$ cat config.mk
export PLATFORM = sky130hd
export DESIGN_NAME = div_unit_param
export DESIGN_NICKNAME = d
export VERILOG_FILES = /design/src/rtl/div_unit_param.sv
export SDC_FILE = /design/constraint.sdc
export NUM_CORES = 1
export LEC_CHECK = 0
export CAP_MARGIN = 20
export CORE_ASPECT_RATIO = 1.2
export CORE_MARGIN = 1.5
export CORE_UTILIZATION = 50
export CTS_CLUSTER_DIAMETER = 50
export DETAILED_ROUTE_END_ITERATION = 10
export GPL_ROUTABILITY_DRIVEN = 0
export PLACE_DENSITY = 0.74
export SETUP_SLACK_MARGIN = 0.2
export SLEW_MARGIN = 30
export SYNTH_ARGS = -nofsm -noshare
export SYNTH_HDL_FRONTEND = slang
export SYNTH_SLANG_ARGS = --single-unit
$ cat constraint.sdc
create_clock -name clk -period 17.4 [get_ports clk]
set_input_delay 3.48 -clock clk [delete_from_list [all_inputs] [get_ports clk]]
set_output_delay 3.48 -clock clk [all_outputs]
set_load 0.01 [all_outputs]
$ cat src/rtl/div_unit_param.sv
// div_unit_param: multi-cycle restoring divider, STEP_BITS quotient bits per cycle.
// Result is {remainder, quotient}; signed/unsigned, annul and divide-by-zero paths.
module div_unit_param #(
  parameter int WIDTH     = 32,
  parameter int STEP_BITS = 1
) (
  input  logic               clk,
  input  logic               rst,
  input  logic               start_i,
  input  logic               annul_i,
  input  logic               signed_div_i,
  input  logic [WIDTH-1:0]   opdata1_i,
  input  logic [WIDTH-1:0]   opdata2_i,
  output logic [2*WIDTH-1:0] result_o,
  output logic               ready_o
);

  localparam int CW = $clog2(WIDTH + 1);
  localparam logic [CW-1:0] STEP = CW'(STEP_BITS);
  localparam logic [CW-1:0] LAST = CW'(WIDTH - STEP_BITS);

  typedef enum logic [1:0] {
    FREE   = 2'b00,
    BYZERO = 2'b01,
    ON     = 2'b10,
    END    = 2'b11
  } state_e;

  state_e             state_q, state_d;
  logic [CW-1:0]      cnt_q, cnt_d;
  logic [WIDTH-1:0]   dvd_q, dvd_d;
  logic [WIDTH-1:0]   dvs_q, dvs_d;
  logic [WIDTH-1:0]   rem_q, rem_d;
  logic               sgn1_q, sgn1_d;
  logic               sgn2_q, sgn2_d;
  logic               mode_q, mode_d;
  logic [2*WIDTH-1:0] result_q, result_d;
  logic               ready_q, ready_d;

  logic [WIDTH-1:0]   mag1, mag2;
  logic [WIDTH-1:0]   step_rem, step_quo;
  logic [WIDTH-1:0]   quo_fin, rem_fin;
  logic               neg1, neg2;

  // Operand magnitudes; an unsigned WIDTH-bit view holds |MIN| exactly.
  always_comb begin
    neg1 = signed_div_i & opdata1_i[WIDTH-1];
    neg2 = signed_div_i & opdata2_i[WIDTH-1];
    mag1 = neg1 ? (~opdata1_i + 1'b1) : opdata1_i;
    mag2 = neg2 ? (~opdata2_i + 1'b1) : opdata2_i;
  end

  // STEP_BITS chained restoring iterations; dvd shifts dividend out, quotient in.
  always_comb begin : step_chain
    logic [WIDTH-1:0] rem_v;
    logic [WIDTH-1:0] quo_v;
    logic [WIDTH:0]   sh_v;
    logic [WIDTH:0]   diff_v;
    rem_v  = rem_q;
    quo_v  = dvd_q;
    sh_v   = '0;
    diff_v = '0;
    for (int i = 0; i < STEP_BITS; i++) begin
      sh_v   = {rem_v, quo_v[WIDTH-1]};
      diff_v = sh_v - {1'b0, dvs_q};
      quo_v  = {quo_v[WIDTH-2:0], ~diff_v[WIDTH]};
      rem_v  = diff_v[WIDTH] ? sh_v[WIDTH-1:0] : diff_v[WIDTH-1:0];
    end
    step_rem = rem_v;
    step_quo = quo_v;
  end

  // Sign fix-up of the final iteration's magnitudes.
  always_comb begin
    quo_fin = step_quo;
    rem_fin = step_rem;
    if (mode_q && (sgn1_q ^ sgn2_q)) quo_fin = ~step_quo + 1'b1;
    if (mode_q && sgn1_q)            rem_fin = ~step_rem + 1'b1;
  end

  // Next-state and datapath update; annul beats start everywhere.
  always_comb begin
    state_d  = state_q;
    cnt_d    = cnt_q;
    dvd_d    = dvd_q;
    dvs_d    = dvs_q;
    rem_d    = rem_q;
    sgn1_d   = sgn1_q;
    sgn2_d   = sgn2_q;
    mode_d   = mode_q;
    result_d = result_q;
    ready_d  = ready_q;
    unique case (state_q)
      FREE: begin
        result_d = '0;
        ready_d  = 1'b0;
        if (start_i && !annul_i) begin
          if (opdata2_i == '0) begin
            state_d = BYZERO;
          end else begin
            state_d = ON;
            dvd_d   = mag1;
            dvs_d   = mag2;
            sgn1_d  = opdata1_i[WIDTH-1];
            sgn2_d  = opdata2_i[WIDTH-1];
            mode_d  = signed_div_i;
            cnt_d   = '0;
            rem_d   = '0;
          end
        end
      end
      BYZERO: begin
        result_d = '0;
        if (annul_i) begin
          state_d = FREE;
          ready_d = 1'b0;
        end else begin
          state_d = END;
          ready_d = 1'b1;
        end
      end
      ON: begin
        if (annul_i) begin
          state_d  = FREE;
          result_d = '0;
          ready_d  = 1'b0;
        end else begin
          dvd_d = step_quo;
          rem_d = step_rem;
          cnt_d = cnt_q + STEP;
          if (cnt_q == LAST) begin
            state_d  = END;
            result_d = {rem_fin, quo_fin};
            ready_d  = 1'b1;
          end
        end
      end
      END: begin
        if (annul_i || !start_i) begin
          state_d  = FREE;
          result_d = '0;
          ready_d  = 1'b0;
        end
      end
      default: begin
        state_d  = FREE;
        result_d = '0;
        ready_d  = 1'b0;
      end
    endcase
  end

  // State and output registers, cleared asynchronously.
  always_ff @(posedge clk or posedge rst) begin
    if (rst) begin
      state_q  <= FREE;
      cnt_q    <= '0;
      dvd_q    <= '0;
      dvs_q    <= '0;
      rem_q    <= '0;
      sgn1_q   <= 1'b0;
      sgn2_q   <= 1'b0;
      mode_q   <= 1'b0;
      result_q <= '0;
      ready_q  <= 1'b0;
    end else begin
      state_q  <= state_d;
      cnt_q    <= cnt_d;
      dvd_q    <= dvd_d;
      dvs_q    <= dvs_d;
      rem_q    <= rem_d;
      sgn1_q   <= sgn1_d;
      sgn2_q   <= sgn2_d;
      mode_q   <= mode_d;
      result_q <= result_d;
      ready_q  <= ready_d;
    end
  end

  assign result_o = result_q;
  assign ready_o  = ready_q;

endmodule

==> results by stage <==
CTS:
- The CTS sink count is 172.
- The H-tree was split into 4 levels.
- The clock root buffer master is sky130_fd_sc_hd__clkbuf_16.
- The clock latency on the worst-skew pair is 0.43 ns.
- The setup fix buffers added after clock tree synthesis is 0.
- TritonCTS built the clock tree.
- The longest clock path from root to sink contains 2 buffers.
- In this run, post-CTS repair resized a total of 0 instances.
- TritonCTS created 17 clock buffers.
- For this design, the CTS-stage hold fixing added 0 buffers.
- After clock tree synthesis, the clock-pin slew on the worst setup and hold paths is 0.07 ns.

Flow run:
- The tool flagged a number of max-cap violations equal to 0.

STA:
- The final period demand of the worst path is 7.20 ns.
- Setup repair after global routing left no endpoint under its margin.
- The final cycle utilization of the critical path is 41.4%.
- Setup total negative slack on the finished layout was measured at 0 ns.
- At the pin with the least slew margin, the transition time is 0.948 ns.
- Final hold analysis gives a worst-case slack of 0.475 ns.
- The final setup skew is 0.0120 ns.
- Setup violations remaining at the end of the flow were counted as 0.
- The maximum clock frequency is 0.139 GHz.
- The max-slew headroom at the worst pin is 36.7%.
- The final number of hold-violating endpoints is 0.
- The number of slew-limit violations in the final report is 0.
- After layout, the worst setup slack is 10.20 ns.

Route:
- In this run, the number of DRC markers left after iteration 0 of detailed routing was 765.
- The number of nets with antenna violations after detailed routing is 0.
- The via-per-instance ratio is 5.89.
- The first detailed-routing pass took 5 iterations.
- The total vias in the final route is 11177.
- In the routed design, unresolved DRC markers number 0.
- The wire length reported by the detailed router is 33.4 mm.
- The routed length per instance is 17.6 um.

Synthesis:
- For this run, asynchronously set or reset flops after synthesis account for 100%.
- The most repeated cell in the gate-level netlist after synthesis is sky130_fd_sc_hd__nand2_1.
- The commonest cells after synthesis are sky130_fd_sc_hd__nand2_1, sky130_fd_sc_hd__o21ai_0, sky130_fd_sc_hd__dfrtp_1, sky130_fd_sc_hd__nor2_1, sky130_fd_sc_hd__a21oi_1.
- The total standard cell area after synthesis is 12000 um2.
- When the netlist entered floorplanning its net count stood at 1586.
- Ranked by total cell area, the synthesized netlist is headed by sky130_fd_sc_hd__dfrtp_1, sky130_fd_sc_hd__o21ai_0, sky130_fd_sc_hd__nand2_1, sky130_fd_sc_hd__xor2_1, sky130_fd_sc_hd__a21oi_1.
- Summing the sequential cell areas from Yosys gives 35.7% of the chip area.
- The portion of synthesized cell area occupied by the leading cell type is 35.7%.
- The synthesized design spends more area on one cell type than any other, namely sky130_fd_sc_hd__dfrtp_1.
- For this run, the number of Yosys warnings is 0.
- Synthesis instantiated 80 different standard cells from the library.
- After technology mapping, the gate count stands at 1476.
- The synthesized design contains 0 enable-type register cells.
- A synthesized cell averages 8.16 um2.
- For this run, the leading register cell type out of synthesis is sky130_fd_sc_hd__dfrtp_1.
- The synthesis-stage register bit count is 172.

GRT:
- The initial antenna violation count is 0.
- Across every metal layer, demand over resource in global routing totals 27.4%.
- The wire length of the first global-routing pass is 54.6 mm.
- The number of global-route vias before repair was 10912.
- The total congestion overflow after global routing is 0.
- The largest net degree at the start of global routing is 118.

Power and ir drop:
- The design internal power is 1.08 mW.
- VDD sags by at most 0.0627 mV.
- Power spread over the standard cell area amounts to 138 nW/um2.
- For this design the total switching power over the nets is 865 uW.
- The static leakage is 5.91 nW.
- The clock network power share is 20.0%.
- The total power after layout is 1.95 mW.
- The sequential power share is 30.6%.
- The share of total power dissipated in combinational logic is 49.4%.
- In this run switching power makes up 44.5% of total power.

Floorplan:
- The floorplan step defined a core boundary enclosing 23800 um2.
- The row count is 62.
- In this run the vertical extent of the chip is 173 um.
- For this configuration, the core starts out at a cell density of 50.6%.
- The die covers 25000 um2.
- The count of pins on the block boundary is 134.
- The die width is 145 um.

Layout:
- In the final layout, the share of cells above drive strength 1 is 4.76%.
- The number of nets in the layout is 1674.
- The number of antenna diodes in the final layout is 0.
- The count of filler cells inserted in the layout is 2154.
- Relative to the synthesized area, the layout overhead comes to 17.4%.
- Cells fill 59.4% of the core in the end.

Critical path:
- At the worst endpoint, the required time is 17.67 ns.
- Data arrives at the worst endpoint at 7.47 ns.
- The endpoint kind of the worst setup timing path is a flip-flop.
- The biggest fanout along the worst timing path is 77.
- The capture instance of the worst register-to-register path is result_o[50].
- In this run the critical register-to-register path is launched from dvd_q[31].
- STA classifies the critical path startpoint as a primary input.
- The reg2reg setup slack is 11.21 ns.
- Tracing the worst setup path back leads to its startpoint at opdata2_i[5].
- For the worst flop-to-flop path, the logic depth is 21.
- The worst setup path is of the primary input to flip-flop kind.

Run status:
- The flow ran to the end, and the final reports show no timing, DRC or antenna violations.

Placed design:
- Summed over all nets, the half-perimeter wirelength after detailed placement is 24.8 mm.
- At the placement stage, the worst setup path has a slack of 9.84 ns.
- The count of buffers added on input and output ports is 133.

Hold path:
- The worst min-delay path class is flip-flop to flip-flop.
- The end of the worst hold path is result_o[42].
- The launch point of the worst hold path is result_o[42].
- Counting instances, the worst hold path has a depth of 2.
==> cell usage in the layout, fill, tap and decap left out, drive strengths merged, types with 5 or more instances in the layout <==
cell           synthesis  routed
a221o                 14      14
a22o                   8       8
mux2i                 24      24
buf                   23       6
and4                   5       5
xnor2                 61      61
and2                  15      15
nand3b                 5       5
dfrtp                172     172
o21ai                192     192
o21a                   6       6
and3                   7       7
o41ai                 10      10
clkinv                 0       7
o211ai                 7       7
nor3b                  7       7
a211oi                11      11
clkbuf                47      20
mux2                   7       7
or3                   24      24
a21o                  13      13
o31ai                 28      28
nand3                 18      18
clkdlybuf4s50          0     133
nor3                  31      31
or2                    5       5
nand4                 10      10
a31oi                 12      12
nor2b                  5       5
nand2b                15      15
nor4                  18      18
nand2                221     221
o31a                   5       5
ha                    40      40
xor2                  75      75
a21oi                113     113
nor2                 125     125
or4                    8       8
a22oi                  5       5
inv                   55      57
==> power groups by stage <==
stage	sequential [mW]	combinational, mW	clock [mW]
floorplan	0.579	0.688	0
global placement	0.596	0.930	0
detailed placement	0.599	0.946	0
CTS	0.593	0.955	0.392
global route	0.608	1.06	0.409
finish	0.594	0.962	0.390
==> per-layer routing <==
layer  vias up  global-route usage (%)  routed length, um
met5         -                       0                  0
met3        91                    3.74               1330
li1       5409                       -                  -
met1      5335                    32.1              13500
met2       342                    48.0              16800
met4         0                    14.7               1760
==> flip-flops by register name, indices dropped and copies added (netlist names) <==
| name | cells |
|---|---|
| cnt_q | 6 |
| dvd_q | 32 |
| dvs_q | 32 |
| mode_q | 1 |
| ready_o | 1 |
| rem_q | 32 |
| result_o | 64 |
| sgn1_q | 1 |
| sgn2_q | 1 |
| state_q | 2 |
==> cells by family (layout without fill, tap and decap cells) <==
| logic type | count (synthesis) | count (layout) | share of synthesized area (%) |
|---|---|---|---|
| compound gates | 448 | 448 | 22.7 |
| simple gates | 523 | 523 | 20.3 |
| xor+xnor | 136 | 136 | 9.89 |
| buf+inv | 125 | 226 | 4.25 |
| fa+ha+maj | 41 | 41 | 4.32 |
| flops | 172 | 172 | 35.7 |
| mux | 31 | 31 | 2.75 |
==> stage by stage <==
stage               instances  instance area [um2]
global placement         1865                13500
finish                   1897                14100
detailed placement       1865                13500
CTS                      1897                14100
global route             1897                14100
floorplan                1476                12000
==> worst max-delay path by stage <==
stage                endpoint  slack, ns
floorplan            cnt_q[0]       9.26
CTS                 dvd_q[11]      10.28
global placement     dvd_q[3]      10.11
detailed placement  dvd_q[11]       9.84
finish              dvd_q[11]      10.20
global route        dvd_q[31]       9.92
==> final cells by class <==
class	count	area, um2	area share, %
sequential	172	4300	30.4
inverter	55	214	1.51
multi-input combinational	1179	7250	51.3
clock inverter	12	138	0.973
timing repair buffer	139	1380	9.73
clock buffer	20	457	3.23
tap	320	400	2.83
==> worst max-delay path, cell delays in order <==
cell and delay (ns):
sky130_fd_sc_hd__clkdlybuf4s50_1 0.43, sky130_fd_sc_hd__or3_1 0.41, sky130_fd_sc_hd__nor3_1 0.47, sky130_fd_sc_hd__and4b_1 0.39, sky130_fd_sc_hd__nand2_1 0.15, sky130_fd_sc_hd__o31a_1 0.34
sky130_fd_sc_hd__nand2_1 0.37, sky130_fd_sc_hd__nor2_1 0.21, sky130_fd_sc_hd__nor2_4 0.25, sky130_fd_sc_hd__buf_4 0.65, sky130_fd_sc_hd__o21ai_0 0.25
No activity file was read; power rests on OpenSTA's default activity.
